--- src/rtl/sync_fifo_flex_if.sv ---
// Handshake and status bundle for sync_fifo_flex.
// The producer/consumer side uses master and the FIFO uses slave.
interface sync_fifo_flex_if #(
   parameter int WIDTH     = 8,
   parameter int CNT_WIDTH = 5
);
   logic                 wr_en;
   logic [WIDTH-1:0]     wdata;
   logic                 rd_en;
   logic [WIDTH-1:0]     rdata;
   logic                 rd_valid;
   logic                 full;
   logic                 empty;
   logic                 almost_full;
   logic                 almost_empty;
   logic [CNT_WIDTH-1:0] count;
   logic                 overflow;
   logic                 underflow;

   modport master (
      output wr_en, wdata, rd_en,
      input  rdata, rd_valid, full, empty,
      input  almost_full, almost_empty, count,
      input  overflow, underflow
   );

   modport slave (
      input  wr_en, wdata, rd_en,
      output rdata, rd_valid, full, empty,
      output almost_full, almost_empty, count,
      output overflow, underflow
   );
endinterface

--- src/rtl/sync_fifo_flex.sv ---
// Single-clock FIFO with arbitrary depth, programmable thresholds,
// occupancy count and selectable registered or fall-through read.
module sync_fifo_flex #(
   parameter int WIDTH     = 8,
   parameter int FIFO_SIZE = 16,
   parameter int AF_LEVEL  = 12,
   parameter int AE_LEVEL  = 2,
   parameter int FWFT      = 0,
   parameter int PTR_WIDTH = $clog2(FIFO_SIZE),
   parameter int CNT_WIDTH = $clog2(FIFO_SIZE + 1)
) (
   input logic            clk,
   input logic            res,
   sync_fifo_flex_if.slave bus
);

   if (WIDTH < 1 || FIFO_SIZE < 2) begin : g_bad_size
      $error("sync_fifo_flex: WIDTH or FIFO_SIZE out of range");
   end
   if (AF_LEVEL < 1 || AF_LEVEL > FIFO_SIZE) begin : g_bad_af
      $error("sync_fifo_flex: AF_LEVEL out of range");
   end
   if (AE_LEVEL < 0 || AE_LEVEL > FIFO_SIZE - 1) begin : g_bad_ae
      $error("sync_fifo_flex: AE_LEVEL out of range");
   end
   if (FWFT != 0 && FWFT != 1) begin : g_bad_mode
      $error("sync_fifo_flex: FWFT must be 0 or 1");
   end

   localparam logic [PTR_WIDTH-1:0] LAST_PTR = PTR_WIDTH'(FIFO_SIZE - 1);
   localparam logic [CNT_WIDTH-1:0] FULL_CNT = CNT_WIDTH'(FIFO_SIZE);
   localparam logic [CNT_WIDTH-1:0] AF_CNT   = CNT_WIDTH'(AF_LEVEL);
   localparam logic [CNT_WIDTH-1:0] AE_CNT   = CNT_WIDTH'(AE_LEVEL);

   logic [WIDTH-1:0]     mem_q [FIFO_SIZE];
   logic [PTR_WIDTH-1:0] wr_ptr_q, wr_ptr_d;
   logic [PTR_WIDTH-1:0] rd_ptr_q, rd_ptr_d;
   logic [CNT_WIDTH-1:0] count_q, count_d;
   logic [WIDTH-1:0]     rdata_q, rdata_d;
   logic                 rd_valid_q, rd_valid_d;
   logic                 overflow_q, overflow_d;
   logic                 underflow_q, underflow_d;

   logic             full, empty;
   logic             rd_ok, wr_ok;
   logic [WIDTH-1:0] head;

   assign full  = (count_q == FULL_CNT);
   assign empty = (count_q == '0);
   assign head  = mem_q[rd_ptr_q];

   always_comb begin
      rd_ok       = bus.rd_en && !empty;
      // a pop in the same cycle frees the slot a full FIFO needs
      wr_ok       = bus.wr_en && (!full || rd_ok);
      wr_ptr_d    = wr_ptr_q;
      rd_ptr_d    = rd_ptr_q;
      count_d     = count_q;
      rdata_d     = rdata_q;
      rd_valid_d  = rd_ok;
      overflow_d  = bus.wr_en && !wr_ok;
      underflow_d = bus.rd_en && !rd_ok;

      if (wr_ok) begin
         wr_ptr_d = (wr_ptr_q == LAST_PTR) ? '0 : wr_ptr_q + 1'b1;
      end
      if (rd_ok) begin
         rd_ptr_d = (rd_ptr_q == LAST_PTR) ? '0 : rd_ptr_q + 1'b1;
         rdata_d  = head;
      end

      unique case ({wr_ok, rd_ok})
         2'b10:   count_d = count_q + 1'b1;
         2'b01:   count_d = count_q - 1'b1;
         default: count_d = count_q;
      endcase
   end

   always_ff @(posedge clk or negedge res) begin
      if (!res) begin
         wr_ptr_q    <= '0;
         rd_ptr_q    <= '0;
         count_q     <= '0;
         rdata_q     <= '0;
         rd_valid_q  <= 1'b0;
         overflow_q  <= 1'b0;
         underflow_q <= 1'b0;
      end else begin
         wr_ptr_q    <= wr_ptr_d;
         rd_ptr_q    <= rd_ptr_d;
         count_q     <= count_d;
         rdata_q     <= rdata_d;
         rd_valid_q  <= rd_valid_d;
         overflow_q  <= overflow_d;
         underflow_q <= underflow_d;
      end
   end

   always_ff @(posedge clk) begin
      if (wr_ok) begin
         mem_q[wr_ptr_q] <= bus.wdata;
      end
   end

   // fall-through shows the head word, blanked while empty
   assign bus.rdata        = (FWFT != 0) ? (empty ? '0 : head) : rdata_q;
   assign bus.rd_valid     = (FWFT != 0) ? !empty : rd_valid_q;
   assign bus.full         = full;
   assign bus.empty        = empty;
   assign bus.almost_full  = (count_q >= AF_CNT);
   assign bus.almost_empty = (count_q <= AE_CNT);
   assign bus.count        = count_q;
   assign bus.overflow     = overflow_q;
   assign bus.underflow    = underflow_q;

endmodule

--- src/flat_wrapper.sv ---
// flat-port wrapper written by rule: the top's interface ports become plain ports
module sync_fifo_flex_flat 
#(
   parameter int WIDTH     = 8,
   parameter int FIFO_SIZE = 16,
   parameter int AF_LEVEL  = 12,
   parameter int AE_LEVEL  = 2,
   parameter int FWFT      = 0,
   parameter int PTR_WIDTH = $clog2(FIFO_SIZE),
   parameter int CNT_WIDTH = $clog2(FIFO_SIZE + 1)
)
  (clk, res, bus_wr_en, bus_wdata, bus_rd_en, bus_rdata, bus_rd_valid, bus_full, bus_empty, bus_almost_full, bus_almost_empty, bus_count, bus_overflow, bus_underflow);
  sync_fifo_flex_if #(.WIDTH(WIDTH), .CNT_WIDTH(CNT_WIDTH)) bus_i ();
  input logic clk;
  input logic res;
  input wire logic [$bits(bus_i.wr_en)-1:0] bus_wr_en;
  input wire logic [$bits(bus_i.wdata)-1:0] bus_wdata;
  input wire logic [$bits(bus_i.rd_en)-1:0] bus_rd_en;
  output wire logic [$bits(bus_i.rdata)-1:0] bus_rdata;
  output wire logic [$bits(bus_i.rd_valid)-1:0] bus_rd_valid;
  output wire logic [$bits(bus_i.full)-1:0] bus_full;
  output wire logic [$bits(bus_i.empty)-1:0] bus_empty;
  output wire logic [$bits(bus_i.almost_full)-1:0] bus_almost_full;
  output wire logic [$bits(bus_i.almost_empty)-1:0] bus_almost_empty;
  output wire logic [$bits(bus_i.count)-1:0] bus_count;
  output wire logic [$bits(bus_i.overflow)-1:0] bus_overflow;
  output wire logic [$bits(bus_i.underflow)-1:0] bus_underflow;
  assign bus_i.wr_en = bus_wr_en;
  assign bus_i.wdata = bus_wdata;
  assign bus_i.rd_en = bus_rd_en;
  assign bus_rdata = bus_i.rdata;
  assign bus_rd_valid = bus_i.rd_valid;
  assign bus_full = bus_i.full;
  assign bus_empty = bus_i.empty;
  assign bus_almost_full = bus_i.almost_full;
  assign bus_almost_empty = bus_i.almost_empty;
  assign bus_count = bus_i.count;
  assign bus_overflow = bus_i.overflow;
  assign bus_underflow = bus_i.underflow;
  sync_fifo_flex #(.WIDTH(WIDTH), .FIFO_SIZE(FIFO_SIZE), .AF_LEVEL(AF_LEVEL), .AE_LEVEL(AE_LEVEL), .FWFT(FWFT), .PTR_WIDTH(PTR_WIDTH), .CNT_WIDTH(CNT_WIDTH)) u_core (.clk(clk), .res(res), .bus(bus_i));
endmodule
--- config.mk ---
export PLATFORM = sky130hd
export DESIGN_NAME = sync_fifo_flex_flat
export DESIGN_NICKNAME = d
export VERILOG_FILES = /design/src/rtl/sync_fifo_flex_if.sv /design/src/rtl/sync_fifo_flex.sv /design/src/flat_wrapper.sv
export SDC_FILE = /design/constraint.sdc
export NUM_CORES = 1
export LEC_CHECK = 0
export CAP_MARGIN = 20
export CELL_PAD_IN_SITES_DETAIL_PLACEMENT = 1
export CELL_PAD_IN_SITES_GLOBAL_PLACEMENT = 1
export CORE_MARGIN = 2
export CORE_UTILIZATION = 38
export CTS_BUF_LIST = sky130_fd_sc_hd__clkbuf_8
export CTS_CLUSTER_DIAMETER = 200
export CTS_CLUSTER_SIZE = 25
export DETAILED_ROUTE_END_ITERATION = 12
export PLACE_DENSITY = 0.73
export SLEW_MARGIN = 0
export SYNTH_ARGS = -nofsm -noshare
export SYNTH_HDL_FRONTEND = slang
export SYNTH_SLANG_ARGS = --single-unit
--- constraint.sdc ---
create_clock -name clk -period 2.4 [get_ports clk]
set_input_delay 0.48 -clock clk [delete_from_list [all_inputs] [get_ports clk]]
set_output_delay 0.48 -clock clk [all_outputs]
set_load 0.02 [all_outputs]
After elaboration in Yosys (flattened, before gate mapping)
Memory sizes are Yosys's and may differ from the RTL's. A register that Yosys moved wholly into a read port is not among the register bits.
Index checks and enable logic that the tools add are counted.
{ "totals": {"reg_bits": 16, "mem_bits_rw": 128, "n_memories": 1} }
{ "op_classes": {"addsub": 4, "n_lt_le_gt_ge": 2, "eq_ne": 5, "muxes": 5, "n_reduce_logical": 12} }
{ "mem_list": {"columns": ["name", "depth", "word_bits", "rd", "rd_clocked_by_memory_dff", "write_ports", "line", "rtl"], "rows": [
  ["u_core.mem_q", 16, 8, 1, 1, 1, "sync_fifo_flex.sv:35", "logic [WIDTH-1:0] mem_q [FIFO_SIZE];"]
]} }
{ "op_table": {"columns": ["cell", "count"], "rows": [
  ["$pmux 5 s2", 1],
  ["$add 4x1->4 const B", 2],
  ["$eq 4x4->1 const B", 2],
  ["$mux 4", 2],
  ["$add 5x1->5 const B", 1],
  ["$eq 5x5->1 const B", 1],
  ["$ge 5x4->1 const B", 1],
  ["$le 5x2->1 const B", 1],
  ["$logic_not 1->1", 5],
  ["$logic_not 5->1", 1],
  ["$sub 5x1->5 const B", 1],
  ["$logic_and 1x1->1", 4],
  ["$eq 2x1->1 const B", 1],
  ["$eq 2x2->1 const B", 1],
  ["$mux 1", 2],
  ["$reduce_bool 2->1", 1],
  ["$logic_or 1x1->1", 1]
]} }

Logic depth before layout (Yosys ltp)
{ "logic_depth": {"depth_word": 7, "depth_mapped": 10, "mapped_depth_nobuf": 10} }

Worst setup path before layout
No wires, ideal clock.
{ "synth_path": {"kind": "register to register", "from": "register u_core.count_q[4], in the netlist u_core.bus.count[4]", "to": "register u_core.count_q[4], in the netlist u_core.bus.count[4]", "setup_ns": 0.087, "arrival_time_ns": 2.592, "setup_slack_ns": -0.279, "stages_incl_launch_ff": 11, "path_buffers": 0, "period_less_slack_ns": 2.679, "path_cell_list": "dfrtp_1 -> or3_4 -> o31a_1 -> nand2b_2 -> inv_2 -> ha_1 -> nor2b_1 -> o21a_1 -> or2_1 -> o32a_1 -> o211ai_1"} }
{ "synth_via": {"elab_chain_len": 7} }
{ "synth_lines": {"columns": ["item", "line", "rtl"], "rows": [
  ["from (decl)", "sync_fifo_flex.sv:38", "logic [CNT_WIDTH-1:0] count_q, count_d;"],
  ["from (signal assigned)", "sync_fifo_flex.sv:91", "count_q <= count_d;"],
  ["$logic_not 5->1", "sync_fifo_flex.sv:49", "assign empty = (count_q == '0);"],
  ["$logic_not 1->1", "sync_fifo_flex.sv:53", "rd_ok = bus.rd_en && !empty;"],
  ["$logic_and 1x1->1", "sync_fifo_flex.sv:53", null],
  ["$logic_or 1x1->1", "sync_fifo_flex.sv:55", "wr_ok = bus.wr_en && (!full || rd_ok);"],
  ["$logic_and 1x1->1", "sync_fifo_flex.sv:55", null],
  ["$eq 2x1->1 / $eq 2x2->1 (equally long branches)", "sync_fifo_flex.sv:72", "unique case ({wr_ok, rd_ok})"],
  ["$pmux 5 s2 / $reduce_bool 2->1 (equally long branches)", null, null]
]} }
Several ways; a longest one is shown, not always the timed one.
A chain may end at the register's enable or synchronous reset.

Worst setup path after layout
{ "layout_path": {"from": "register u_core.count_q[2], in the netlist u_core.bus.count[2]", "to": "register u_core.count_q[4], in the netlist u_core.bus.count[4]"} }
The elaborated chain is that of the path after synthesis.

==> metrics <==
status=complete, but fails checks; failing checks=negative setup slack; WP data arrival=2910 ps; GRT overflow=0; worst-skew pair later-pin latency=440 ps; sequential area share after synthesis=0.728; most common cell after layout, fill and taps aside=edfxtp_1; Mapped Area=0.00610 mm2; Port Buffers=31; number of global-route vias before repair=3585; flop-to-flop setup slack=-150 ps; hold buffers post-CTS=0; num rows=46; fin crit share=1.06; P_leak=2.54 nW; Final Skew=11.4 ps; ys flop type=edfxtp_1; CP max stage delay=410 ps; Avg Cell Area, Syn=18.9 um2; worst r2r dst=u_core.bus.count[4]$_DFFE_PN0P_; Max Buffers Root-to-Sink=2; Max Cap Violations=0; Reg clk slew, reported paths=80 ps; FILL cells=1530; most frequent cells in the layout=128 x edfxtp_1, 39 x buf_4, 32 x mux4_2; Fin. Hold Viols=0; total core area=0.0158 mm2; worst hold path type=in -> async; crit path capture type=flop; Nets=417; final routed DRC violation total=0; Rel. slew slack=0.602; R2R depth=10; Worst Path Class, Setup=reg -> reg; synth unique cells=45; Max FO, Critical Path=3; Initial Util=0.387; post-DP HPWL=8790 um; H-tree Lvls=4; Slew @ Worst Pin=597 ps; TritonCTS buffer count=17; Non-Filler Instances=625; Die Area=0.0171 mm2; Synth Net Count=343; Final GP Congestion=0.759; Power Density=1170 mW/mm2; height of the die=131 um; setup violators final=2; I/O pin count=32; Initial DRC Count=233; layout cells sized above 1=0.320; first-pass detailed-route iteration total=4; total power draw=8.68 mW; EDFF count, synth=128; Synth Register Bits=152; Clock Tree Root=clkbuf_8; DR vias=3290; area grow syn2layout=21.6%; Antenna Nets Post-Route=0; CTS tree=yes; worst path cell trace=or3_4 > o31a_1 > nand2b_4 > inv_4 > ha_4 > nor2b_1 > o21a_1 > or2_4 > o32a_1 > o211ai_1; DR WL/cell=22.0 um; Slew Limit Fails=0; fmax=0.392 GHz; initial antenna violation count=0; Placed Cells=588; Total GRT Usage=0.176; worst r2r src=u_core.bus.count[2]$_DFFE_PN0P_; PnR worst setup slack=-149 ps; Syn Inst Count=322; clk sinks=152; die width=131 um; VDD IR-drop max=0.000546 V; crit path launch type=flop; largest net degree at the start of global routing=38; Vias/cell=5.26; Synth warnings=0; CP required=2770 ps; routed wire length=13700 um; CP max stage cell=dfrtp_2; min Tclk post-route=2550 ps; RSZ-0062 raised after global routing=true; asr flop ratio synth=0.158; first-pass GRT wire length=21200 um; diode count=0
cell type report:
| class | instances | area, um2 | area share |
|---|---|---|---|
| multi-input combinational | 147 | 1610 | 0.217 |
| tap | 216 | 270 | 0.0364 |
| sequential | 152 | 4450 | 0.599 |
| timing repair buffer | 72 | 638 | 0.0860 |
| clock inverter | 14 | 180 | 0.0243 |
| clock buffer | 18 | 248 | 0.0334 |
| inverter | 6 | 25.0 | 0.00337 |
cells by family (layout without fill, tap and decap cells):
family / count (synthesis) / in the layout / share of synthesized area
AOI/OAI and AO/OA: 45 / 45 / 0.0480
xor gates and xnor gates: 5 / 5 / 0.00718
adders and majority gates: 9 / 9 / 0.0197
buffers and inverters: 23 / 110 / 0.0164
DFF: 152 / 152 / 0.728
muxes: 46 / 46 / 0.144
and+or+nand+nor: 42 / 42 / 0.0365
where the power goes:
| part | total, mW | internal, mW | leakage [nW] | switching [mW] |
|---|---|---|---|---|
| clock | 2.12 | 1.15 | 0.223 | 0.963 |
| combinational | 3.03 | 1.52 | 0.883 | 1.51 |
| sequential | 3.54 | 3.26 | 1.44 | 0.277 |
critical path: cells and delay by family, from the launching register on:
family | cells | cell delay (ps)
adder cells (fa/ha/maj) | 1 | 200
AO/OA/AOI/OAI | 4 | 970
flip-flops | 1 | 410
buffers and inverters | 1 | 40
AND/OR/NAND/NOR | 4 | 850
synthesized netlist by cell type (3+ instances only):
| library cell | count | area [um2] |
|---|---|---|
| inv_1 | 5 | 18.8 |
| buf_2 | 5 | 25.0 |
| ha_1 | 8 | 100 |
| clkbuf_1 | 5 | 18.8 |
| a21oi_1 | 11 | 55.1 |
| mux2_1 | 4 | 45.0 |
| xnor2_1 | 5 | 43.8 |
| nor2_1 | 12 | 45.0 |
| a21o_1 | 3 | 22.5 |
| mux4_2 | 32 | 721 |
| nand2_1 | 8 | 30.0 |
| dfrtp_1 | 24 | 601 |
| nor3_1 | 5 | 25.0 |
| mux2_2 | 9 | 101 |
| buf_1 | 5 | 18.8 |
| o22ai_1 | 16 | 100 |
| o21ai_0 | 3 | 15.0 |
| edfxtp_1 | 128 | 3840 |
| nand2b_1 | 4 | 25.0 |
worst max-delay path by stage:
stage                                         start                              end  slack, ps  cells past startpoint
finish              u_core.bus.count[2]$_DFFE_PN0P_  u_core.bus.count[4]$_DFFE_PN0P_       -150                     10
global route        u_core.bus.count[2]$_DFFE_PN0P_  u_core.bus.count[4]$_DFFE_PN0P_       -270                     10
CTS                 u_core.bus.count[4]$_DFFE_PN0P_  u_core.bus.count[4]$_DFFE_PN0P_       -110                     10
detailed placement                        bus_rd_en  u_core.bus.count[4]$_DFFE_PN0P_       -190                     10
global placement                          bus_rd_en  u_core.bus.count[4]$_DFFE_PN0P_       -130                     10
floorplan           u_core.bus.count[2]$_DFFE_PN0P_  u_core.bus.count[4]$_DFFE_PN0P_       -210                     10
state kept, by name (all words and copies together) (netlist names):
signal,flops
u_core.bus.count,5
u_core.bus.overflow,1
u_core.bus.rd_valid,1
u_core.bus.rdata,8
u_core.bus.underflow,1
u_core.mem_q,128
u_core.rd_ptr_q,4
u_core.wr_ptr_q,4
per-stage QoR:
step           setup WS (ps)   util  hold WS (ps)  TNS [ps]  area, um2
2_1_floorplan           -206      -           184      -212       6130
3_3_place_gp            -134  0.439           563      -149       6930
3_5_place_dp            -189  0.439           587      -296       6930
4_1_cts                 -114  0.469           390      -146       7390
5_1_grt                 -273  0.471           423      -345       7420
6_report                -149  0.471           409      -175       7420
per-layer routing:
layer | global-route usage | share of wire
met5 | 0 | 0
met4 | 0.0707 | 0.015
met3 | 0.0371 | 0.034
met2 | 0.296 | 0.53
met1 | 0.224 | 0.42
timing repair:
item                                    CTS  global route
gates cloned                              0             0
pin swaps                                 6             9
buffers inserted                          3             2
hold endpoints to repair                  0             0
resized for setup                         8             4
endpoints found under the setup margin    5             4
(Power assumes the default switching activity.)
